File: src/rtl/ball_axis_motion.sv
// Ball motion along one screen axis: per-frame stepping with wall handling,
// paddle-reflect requests, serve/recentre and ball video against a scan counter.
module ball_axis_motion #(
  parameter int p_EXTENT     = 640,
  parameter int p_SIZE       = 8,
  parameter int p_SPEED_BITS = 3,
  parameter bit p_BOUNCE     = 1'b1,
  parameter bit p_INIT_DIR   = 1'b1,
  localparam int W           = $clog2(p_EXTENT + 1)
) (
  input  logic                    i_Clk,
  input  logic                    i_Reset_n,
  input  logic                    i_Frame,
  input  logic [p_SPEED_BITS-1:0] i_Speed,
  input  logic                    i_Reflect,
  input  logic                    i_Serve,
  input  logic                    i_Serve_Dir,
  input  logic                    i_Scan_Rst,
  input  logic                    i_Scan_En,
  output logic                    o_Video,
  output logic [W-1:0]            o_Pos,
  output logic                    o_Dir,
  output logic                    o_Hit,
  output logic                    o_Hit_Hi,
  output logic                    o_Halted,
  output logic                    o_Overrun
);

  localparam logic [W-1:0] POS_MAX = W'(p_EXTENT - p_SIZE);
  localparam logic [W-1:0] CENTER  = W'((p_EXTENT - p_SIZE) / 2);
  localparam logic [W-1:0] CNT_MAX = '1;

  typedef enum logic [1:0] {IDLE, MOVE, HALT} state_t;

  state_t                  state_q, state_d;
  logic [W-1:0]            pos_q, pos_d;
  logic                    dir_q, dir_d;
  logic [p_SPEED_BITS-1:0] steps_q, steps_d;
  logic                    pend_q, pend_d;
  logic [W-1:0]            cnt_q, cnt_d;
  logic                    hit_q, hit_d;
  logic                    hit_hi_q, hit_hi_d;
  logic                    ovr_q, ovr_d;
  logic                    wall;

  assign wall = dir_q ? (pos_q == POS_MAX) : (pos_q == '0);

  always_comb begin
    state_d  = state_q;
    pos_d    = pos_q;
    dir_d    = dir_q;
    steps_d  = steps_q;
    pend_d   = pend_q | i_Reflect;
    hit_d    = 1'b0;
    hit_hi_d = 1'b0;
    ovr_d    = 1'b0;
    if (i_Serve) begin
      // Serve wins outright; coincident frame/reflect pulses are dropped.
      state_d = IDLE;
      pos_d   = CENTER;
      dir_d   = i_Serve_Dir;
      pend_d  = 1'b0;
      steps_d = '0;
    end else begin
      unique case (state_q)
        IDLE: if (i_Frame) begin
          if (pend_q) begin
            dir_d  = ~dir_q;
            pend_d = i_Reflect;
          end
          if (i_Speed != '0) begin
            steps_d = i_Speed;
            state_d = MOVE;
          end
        end
        MOVE: begin
          ovr_d = i_Frame;
          if (wall) begin
            hit_d    = 1'b1;
            hit_hi_d = dir_q;
            if (p_BOUNCE) begin
              dir_d   = ~dir_q;
              steps_d = steps_q - p_SPEED_BITS'(1);
              if (steps_q == p_SPEED_BITS'(1)) state_d = IDLE;
            end else begin
              steps_d = '0;
              state_d = HALT;
            end
          end else begin
            pos_d   = dir_q ? pos_q + W'(1) : pos_q - W'(1);
            steps_d = steps_q - p_SPEED_BITS'(1);
            if (steps_q == p_SPEED_BITS'(1)) state_d = IDLE;
          end
        end
        default: ;
      endcase
    end
  end

  always_comb begin
    cnt_d = cnt_q;
    if (i_Scan_Rst)                      cnt_d = '0;
    else if (i_Scan_En && cnt_q != CNT_MAX) cnt_d = cnt_q + W'(1);
  end

  always_ff @(posedge i_Clk or negedge i_Reset_n) begin
    if (!i_Reset_n) begin
      state_q  <= IDLE;
      pos_q    <= CENTER;
      dir_q    <= p_INIT_DIR;
      steps_q  <= '0;
      pend_q   <= 1'b0;
      cnt_q    <= '0;
      hit_q    <= 1'b0;
      hit_hi_q <= 1'b0;
      ovr_q    <= 1'b0;
    end else begin
      state_q  <= state_d;
      pos_q    <= pos_d;
      dir_q    <= dir_d;
      steps_q  <= steps_d;
      pend_q   <= pend_d;
      cnt_q    <= cnt_d;
      hit_q    <= hit_d;
      hit_hi_q <= hit_hi_d;
      ovr_q    <= ovr_d;
    end
  end

  // One extra bit so pos + p_SIZE at the far wall cannot wrap.
  logic [W:0] cnt_x, pos_x, end_x;
  assign cnt_x = {1'b0, cnt_q};
  assign pos_x = {1'b0, pos_q};
  assign end_x = pos_x + (W+1)'(p_SIZE);

  assign o_Video   = (cnt_x >= pos_x) && (cnt_x < end_x);
  assign o_Pos     = pos_q;
  assign o_Dir     = dir_q;
  assign o_Hit     = hit_q;
  assign o_Hit_Hi  = hit_hi_q;
  assign o_Halted  = (state_q == HALT);
  assign o_Overrun = ovr_q;

endmodule

File: config.mk
export PLATFORM = sky130hd
export DESIGN_NAME = ball_axis_motion
export DESIGN_NICKNAME = d
export VERILOG_FILES = /design/src/rtl/ball_axis_motion.sv
export SDC_FILE = /design/constraint.sdc
export NUM_CORES = 1
export LEC_CHECK = 0
export CORE_UTILIZATION = 33
export CTS_BUF_LIST = sky130_fd_sc_hd__clkbuf_2
export CTS_CLUSTER_DIAMETER = 50
export DETAILED_ROUTE_END_ITERATION = 10
export PLACE_DENSITY = 0.51
export SLEW_MARGIN = 20
export SYNTH_ARGS = -nofsm -noshare
export SYNTH_HDL_FRONTEND = slang
export SYNTH_SLANG_ARGS = --single-unit
File: constraint.sdc
create_clock -name i_Clk -period 4.42 [get_ports i_Clk]
set_input_delay 0.884 -clock i_Clk [delete_from_list [all_inputs] [get_ports i_Clk]]
set_output_delay 0.884 -clock i_Clk [all_outputs]
set_load 0.02 [all_outputs]
==> metrics.cfg, run 1 <==
[floorplanning]
core_area_mm2 = 0.00683
fp-row-count = 30
floorplan.die.height_um = 86.3
effective_utilization_at_floorplan = 0.344
dieArea_mm2 = 0.00745
die_w_um = 86.3
boundaryPins = 27

[synthesis]
synth-edff-count = 0
post_synth_instance_area_mm2 = 0.00235
ys_dominant_reg_cell = dfrtp_1
synth_top_area_share = 0.245
synthesis.yosys.warnings = 0
syn_area_per_cell_um2 = 9.13
postSynthRegisterBits = 29
post_synth_main_area_contributors = dfrtp_1 25%, ha_1 15%, dfstp_2 6.7%, a21oi_1 3.4%, xnor2_1 3.4%
seq_area_frac_synth = 0.312
mappedNetlistNets = 298
async_reset_ff_frac = 1.00
post_synth_num_cell_types = 53
post_synth_inst_count = 257
yosys.area.top_type = dfrtp_1

[power]
power.density_cell_area_mw_per_mm2 = 394
peakVddDrop_mv = 0.116
power_leakage_nw = 1.15

[worst_setup_path]
worstSetupEndpointType = primary output
rr_startpoint = o_Dir
setup.worst_path.start_class = flop
setup.reg_to_reg.worst_slack_ns = 1.73
crit_type = reg2out
worst_r2r_endpoint = o_Pos[9]
critical_path_peak_fanout = 8
worstRegToRegCells = 7
cp.arrival_ns = 3.17
cp.required_ns = 3.54

[grt]
first_global_vias = 1843
initial_antenna_violation_count = 0
global_route_wire_length_before_repair_um = 9400
grt.overflow.total = 0
largest_net_degree_at_the_start_of_global_routing = 24
grt_util_all_layers = 0.163

[cts]
tritoncts_clock_tree = built
insertion_delay_ns = 0.36
clock-root-buffer = clkbuf_2
htree_num_levels = 2
cts_num_sinks = 29
cts.repair_timing.setup_buffer_count = 0
clock_tree.buffer_depth = 2
tritoncts.num_buffers = 5
clkTransAtPathRegs_ns = 0.16

[detailed_routing]
postRouteAntennaNets = 0
detailedRoute.firstIterationViolations = 59
via_per_inst = 5.08
dr_total_vias = 1929
postRouteWirelength_um = 5440
wl_per_cell_um = 14.3
route.detailed.drc = 0
drt_pre_antenna_iters = 5

[sta]
slew_headroom = 0.515
finalHoldViolations = 0
timing.clock.skew_ns = 0.0136
post-route-worst-setup-slack_ns = 0.364
setup_viol = 0
final_min_period_over_clock_period = 0.918
timing.final.crit_period_ns = 4.06
fmax_mhz = 247
tns_ns = 0
drv_slew = 0
rsz0062_at_grt = false
tightest_slew_ns = 0.722

[layout]
insertedDiodeCount = 0
layout.nets = 324
layout_cells_sized_above_1 = 0.0880
syn_to_final_growth_pct = 15.7

[placed_design]
post-dp-hpwl_um = 4180
gpl.final_weighted_congestion = 0.772
pre_cts_ws_ns = 0.712
io_buffers = 25

[job]
drv.max_cap_violation_count = 0

[status]
status = complete, no violations

[min_path]
worstHoldPathType = in2async

==> worst max-delay path: stages, from the launching register on <==
cell             delay, ns
dfstp_2               0.64
nand3_2               0.14
nor3_1                0.19
xnor2_1               0.16
ha_1                  0.26
a2111oi_1             0.37
a31oi_1               0.14
a311oi_1              0.25
clkdlybuf4s50_1       0.65
==> final cells by class <==
cell class | instances | area (µm²)
inverter | 17 | 63.8
timing repair buffer | 26 | 253
sequential | 29 | 733
fill | 735 | 4120
tap | 96 | 120
multi-input combinational | 204 | 1510
clock buffer | 8 | 40.0
==> worst max-delay path by stage <==
stage	from	to	slack, ns	depth (start not counted)
floorplan	o_Pos[3]	o_Video	1.12	9
global placement	o_Pos[5]	o_Video	0.77	8
detailed placement	o_Pos[5]	o_Video	0.71	8
CTS	o_Pos[5]	o_Video	0.26	8
global route	o_Pos[3]	o_Video	0.07	8
finish	o_Pos[5]	o_Video	0.36	8
==> sequential cells by signal, indices dropped and copies added, names as in the netlist <==
name and cells:
o_Dir 1, state_q 1, o_Pos 10, steps_q 3
o_Overrun 1, o_Hit 1, pend_q 1, cnt_q 10
o_Hit_Hi 1
==> cells by family after synthesis <==
| group | after synthesis | synth area share |
|---|---|---|
| adders and majority gates | 30 | 0.163 |
| other | 1 | 0.00160 |
| muxes | 3 | 0.0133 |
| AOI/OAI and AO/OA | 72 | 0.221 |
| and+or+nand+nor | 81 | 0.179 |
| DFF | 29 | 0.312 |
| xor gates and xnor gates | 17 | 0.0634 |
| buffers and inverters | 24 | 0.0464 |
==> cell usage after synthesis (2+ instances only) <==
master and number:
xnor2_1 9, nand3_1 8, xor2_1 8, nor3b_1 3, a21oi_1 16, and2_1 3, dfrtp_1 23, o31ai_1 2
dfstp_2 6, a211oi_1 3, a2111oi_0 2, o21a_1 6, nor3_1 10, and3_1 3, a2bb2oi_1 2, buf_6 2
o211ai_1 2, ha_1 29, clkbuf_1 3, o21ai_0 12, nor2b_1 7, a21o_1 4, o21ai_1 3, nor2_1 17
a22oi_2 5, o31a_1 3, mux2i_1 2, o22ai_1 3, or3_1 2, nand2b_1 5, nor4_1 2, nand4_1 2
inv_1 17, nand2_1 14
==> metal layers <==
metal / track usage / vias up / share of wire
met4: 0.0545 / 0 / 0.016
met2: 0.253 / 23 / 0.45
li1: - / 984 / -
met1: 0.226 / 914 / 0.51
met5: 0 / - / 0
met3: 0.0324 / 8 / 0.024
==> stage by stage <==
stage               total power (W)  cells  instance area (µm²)   util  hold slack [ns]
floorplan                  0.000770    257                 2350      -            0.449
global placement           0.000933    372                 2680  0.392            0.468
detailed placement         0.000935    372                 2680  0.392            0.472
CTS                         0.00109    380                 2720  0.397            0.477
global route                0.00117    380                 2720  0.398            0.487
finish                      0.00107    380                 2720  0.398            0.493
==> layout by cell type (no fill, tap or decap), types with 8 or more instances in the layout <==
master | netlist | layout
xor2_1 | 8 | 8
o21ai_0 | 12 | 12
ha_1 | 29 | 29
nor2_1 | 17 | 17
inv_1 | 17 | 17
clkbuf_2 | 0 | 8
nor3_1 | 10 | 10
dfrtp_1 | 23 | 23
nand2_1 | 14 | 14
a21oi_1 | 16 | 16
xnor2_1 | 9 | 9
nand3_1 | 8 | 8
clkdlybuf4s50_1 | 0 | 24
==> repair_timing <==
| item | 4_1_cts | 5_1_grt |
|---|---|---|
| hold buffers | 0 | 0 |
| hold endpoints to repair | 0 | 0 |
| resized for setup | 0 | 1 |
| endpoints found under the setup margin | 0 | 1 |
==> where the power goes <==
group	switching (W)	internal [W]
clock	0.0000956	0.0000468
combinational	0.000300	0.000262
sequential	0.0000586	0.000308
total	0.000455	0.000617
Note: power is estimated with default switching activity, not from simulation.
==> run 2: changes to the inputs <==
--- a/config.mk
+++ b/config.mk
@@ -5,11 +5,11 @@
 export SDC_FILE = /design/constraint.sdc
 export NUM_CORES = 1
 export LEC_CHECK = 0
-export CORE_UTILIZATION = 33
+export CORE_UTILIZATION = 63
 export CTS_BUF_LIST = sky130_fd_sc_hd__clkbuf_2
 export CTS_CLUSTER_DIAMETER = 50
 export DETAILED_ROUTE_END_ITERATION = 10
-export PLACE_DENSITY = 0.51
+export PLACE_DENSITY = 0.87
 export SLEW_MARGIN = 20
 export SYNTH_ARGS = -nofsm -noshare
 export SYNTH_HDL_FRONTEND = slang
==> run 2 against run 1 <==
Sequential power hardly changed. Flip-flop and latch count is the same. Core utilization up 37 points. Largest cell class unchanged.
==> metrics.cfg, run 2 (synthesized netlist as in run 1, its figures left out) <==
[worst_setup_path]
cp.arrival_ns = 3.18
critical_path_peak_fanout = 7
timing.critical_path.slowest_cell_delay_ns = 0.64
worst_path_max_delay_cell = dfstp_2
worstRegToRegCells = 7
critical_path.cell_chain = ha_1 -> nand3_1 -> xnor2_1 -> ha_1 -> o21a_1 -> o21a_1 -> o22ai_1 -> a31oi_1 -> a311oi_1 -> clkdlybuf4s50_1
rr_startpoint = o_Dir
critPathTopFamily = compound AO/OA/AOI/OAI gates
cp.buffers_inverters = 1
worst_r2r_endpoint = o_Pos[9]
worstSetupEndpointType = primary output
cp.required_ns = 3.54
setup.reg_to_reg.worst_slack_ns = 1.80
setup.worst_path.start_class = flop
crit_type = reg2out

[grt]
gr-usage-met1 = 0.364
first_global_vias = 1936
grt_use_met3 = 0.0584
initial_antenna_violation_count = 0
grt_util_all_layers = 0.279
gr-usage-met2 = 0.452
global_route_wire_length_before_repair_um = 8600
grt.overflow.total = 0
largest_net_degree_at_the_start_of_global_routing = 30
grt_most_used_layer = met2

[layout]
layout.cells.most_common = ha_1
final_cells = 330
layout_cells_sized_above_1 = 0.0775
number_of_filler_instances_in_the_final_layout = 263
most-common-layout-cells = 29 x ha_1, 25 x clkdlybuf4s50_1, 23 x dfrtp_1, 17 x inv_1, 17 x nor2_1
layout.nets = 324
insertedDiodeCount = 0
post-route-cell-area_mm2 = 0.00266
syn_to_final_growth_pct = 13.1

[cts]
cts.repair_timing.setup_buffer_count = 0
clkTransAtPathRegs_ns = 0.15
clock_tree.buffer_depth = 2
clock-root-buffer = clkbuf_2
holdBufCountCts = 0
post_cts_resize_count = 0
cts_num_sinks = 29
htree_num_levels = 2
insertion_delay_ns = 0.38
tritoncts_clock_tree = built
tritoncts.num_buffers = 5

[min_path]
hold-path-endpoint = steps_q[1]
worst_hold_startpoint = steps_q[1]
worstHoldPathCells = 2
worstHoldPathType = reg2reg

[detailed_routing]
postRouteAntennaNets = 0
detailedRoute.firstIterationViolations = 157
dr_total_vias = 2039
drt_pre_antenna_iters = 4
via_per_inst = 6.18
route.detailed.drc = 0
wl_per_cell_um = 15.4
postRouteWirelength_um = 5070

[sta]
tightest_slew_ns = 0.709
rsz0062_at_grt = false
timing.final.crit_period_ns = 4.07
setup_viol = 0
finalHoldViolations = 0
tns_ns = 0
fmax_mhz = 246
post-route-worst-setup-slack_ns = 0.354
slew_headroom = 0.524
final_min_period_over_clock_period = 0.920
drv_slew = 0
timing.clock.skew_ns = 0.0125

[power]
peakVddDrop_mv = 0.232
power_leakage_nw = 1.15
power.density_cell_area_mw_per_mm2 = 399

[placed_design]
post-place-cells = 322
pre_cts_ws_ns = 0.793
post_place_instance_area_mm2 = 0.00262
gpl.final_weighted_congestion = 0.872
io_buffers = 25
post-dp-hpwl_um = 3830

[floorplanning]
dieArea_mm2 = 0.00397
core_area_mm2 = 0.00344
fp-row-count = 21
effective_utilization_at_floorplan = 0.682
floorplan.die.height_um = 63.0
boundaryPins = 27
die_w_um = 63.0

[job]
drv.max_cap_violation_count = 0

[status]
status = complete, no violations

[run 2: worst min-delay path: stages, from the launching register on]
cell and delay, ns:
dfrtp_1 0.37, nand2_1 0.05, o31ai_1 0.06
[run 2: metrics by stage]
step	hold WS (ns)	util	total power [W]
floorplan	0.449	-	0.000770
global placement	0.473	0.760	0.000906
detailed placement	0.482	0.760	0.000922
CTS	0.517	0.771	0.00106
global route	0.556	0.771	0.00113
finish	0.508	0.771	0.00106
[run 2: final cells by class]
class | instances | area (µm²) | area share
Multi-Input combinational cell | 204 | 1510 | 0.567
Sequential cell | 29 | 733 | 0.276
Timing Repair Buffer | 26 | 258 | 0.0971
Inverter | 17 | 63.8 | 0.0240
Tap cell | 46 | 57.6 | 0.0217
Clock buffer | 5 | 25.0 | 0.00943
Clock inverter | 3 | 12.5 | 0.00471
[run 2: power breakdown]
part / internal (W) / switching [W]
clock: 0.0000345 / 0.000100
combinational: 0.000263 / 0.000297
sequential: 0.000308 / 0.0000566
[run 2: how the worst max path moves through the flow]
stage | from | end | slack [ns] | depth (start not counted)
detailed placement | o_Pos[3] | o_Video | 0.79 | 10
CTS | o_Pos[3] | o_Video | 0.37 | 10
global placement | o_Pos[3] | o_Video | 0.89 | 10
floorplan | o_Pos[3] | o_Video | 1.12 | 9
global route | o_Pos[5] | o_Video | 0.18 | 8
finish | o_Pos[3] | o_Video | 0.35 | 10
[run 2: metal layers]
metal | up-vias | share of wire
met5 | - | 0
met4 | 0 | 0.017
met3 | 10 | 0.057
met2 | 79 | 0.48
met1 | 963 | 0.45
li1 | 987 | -
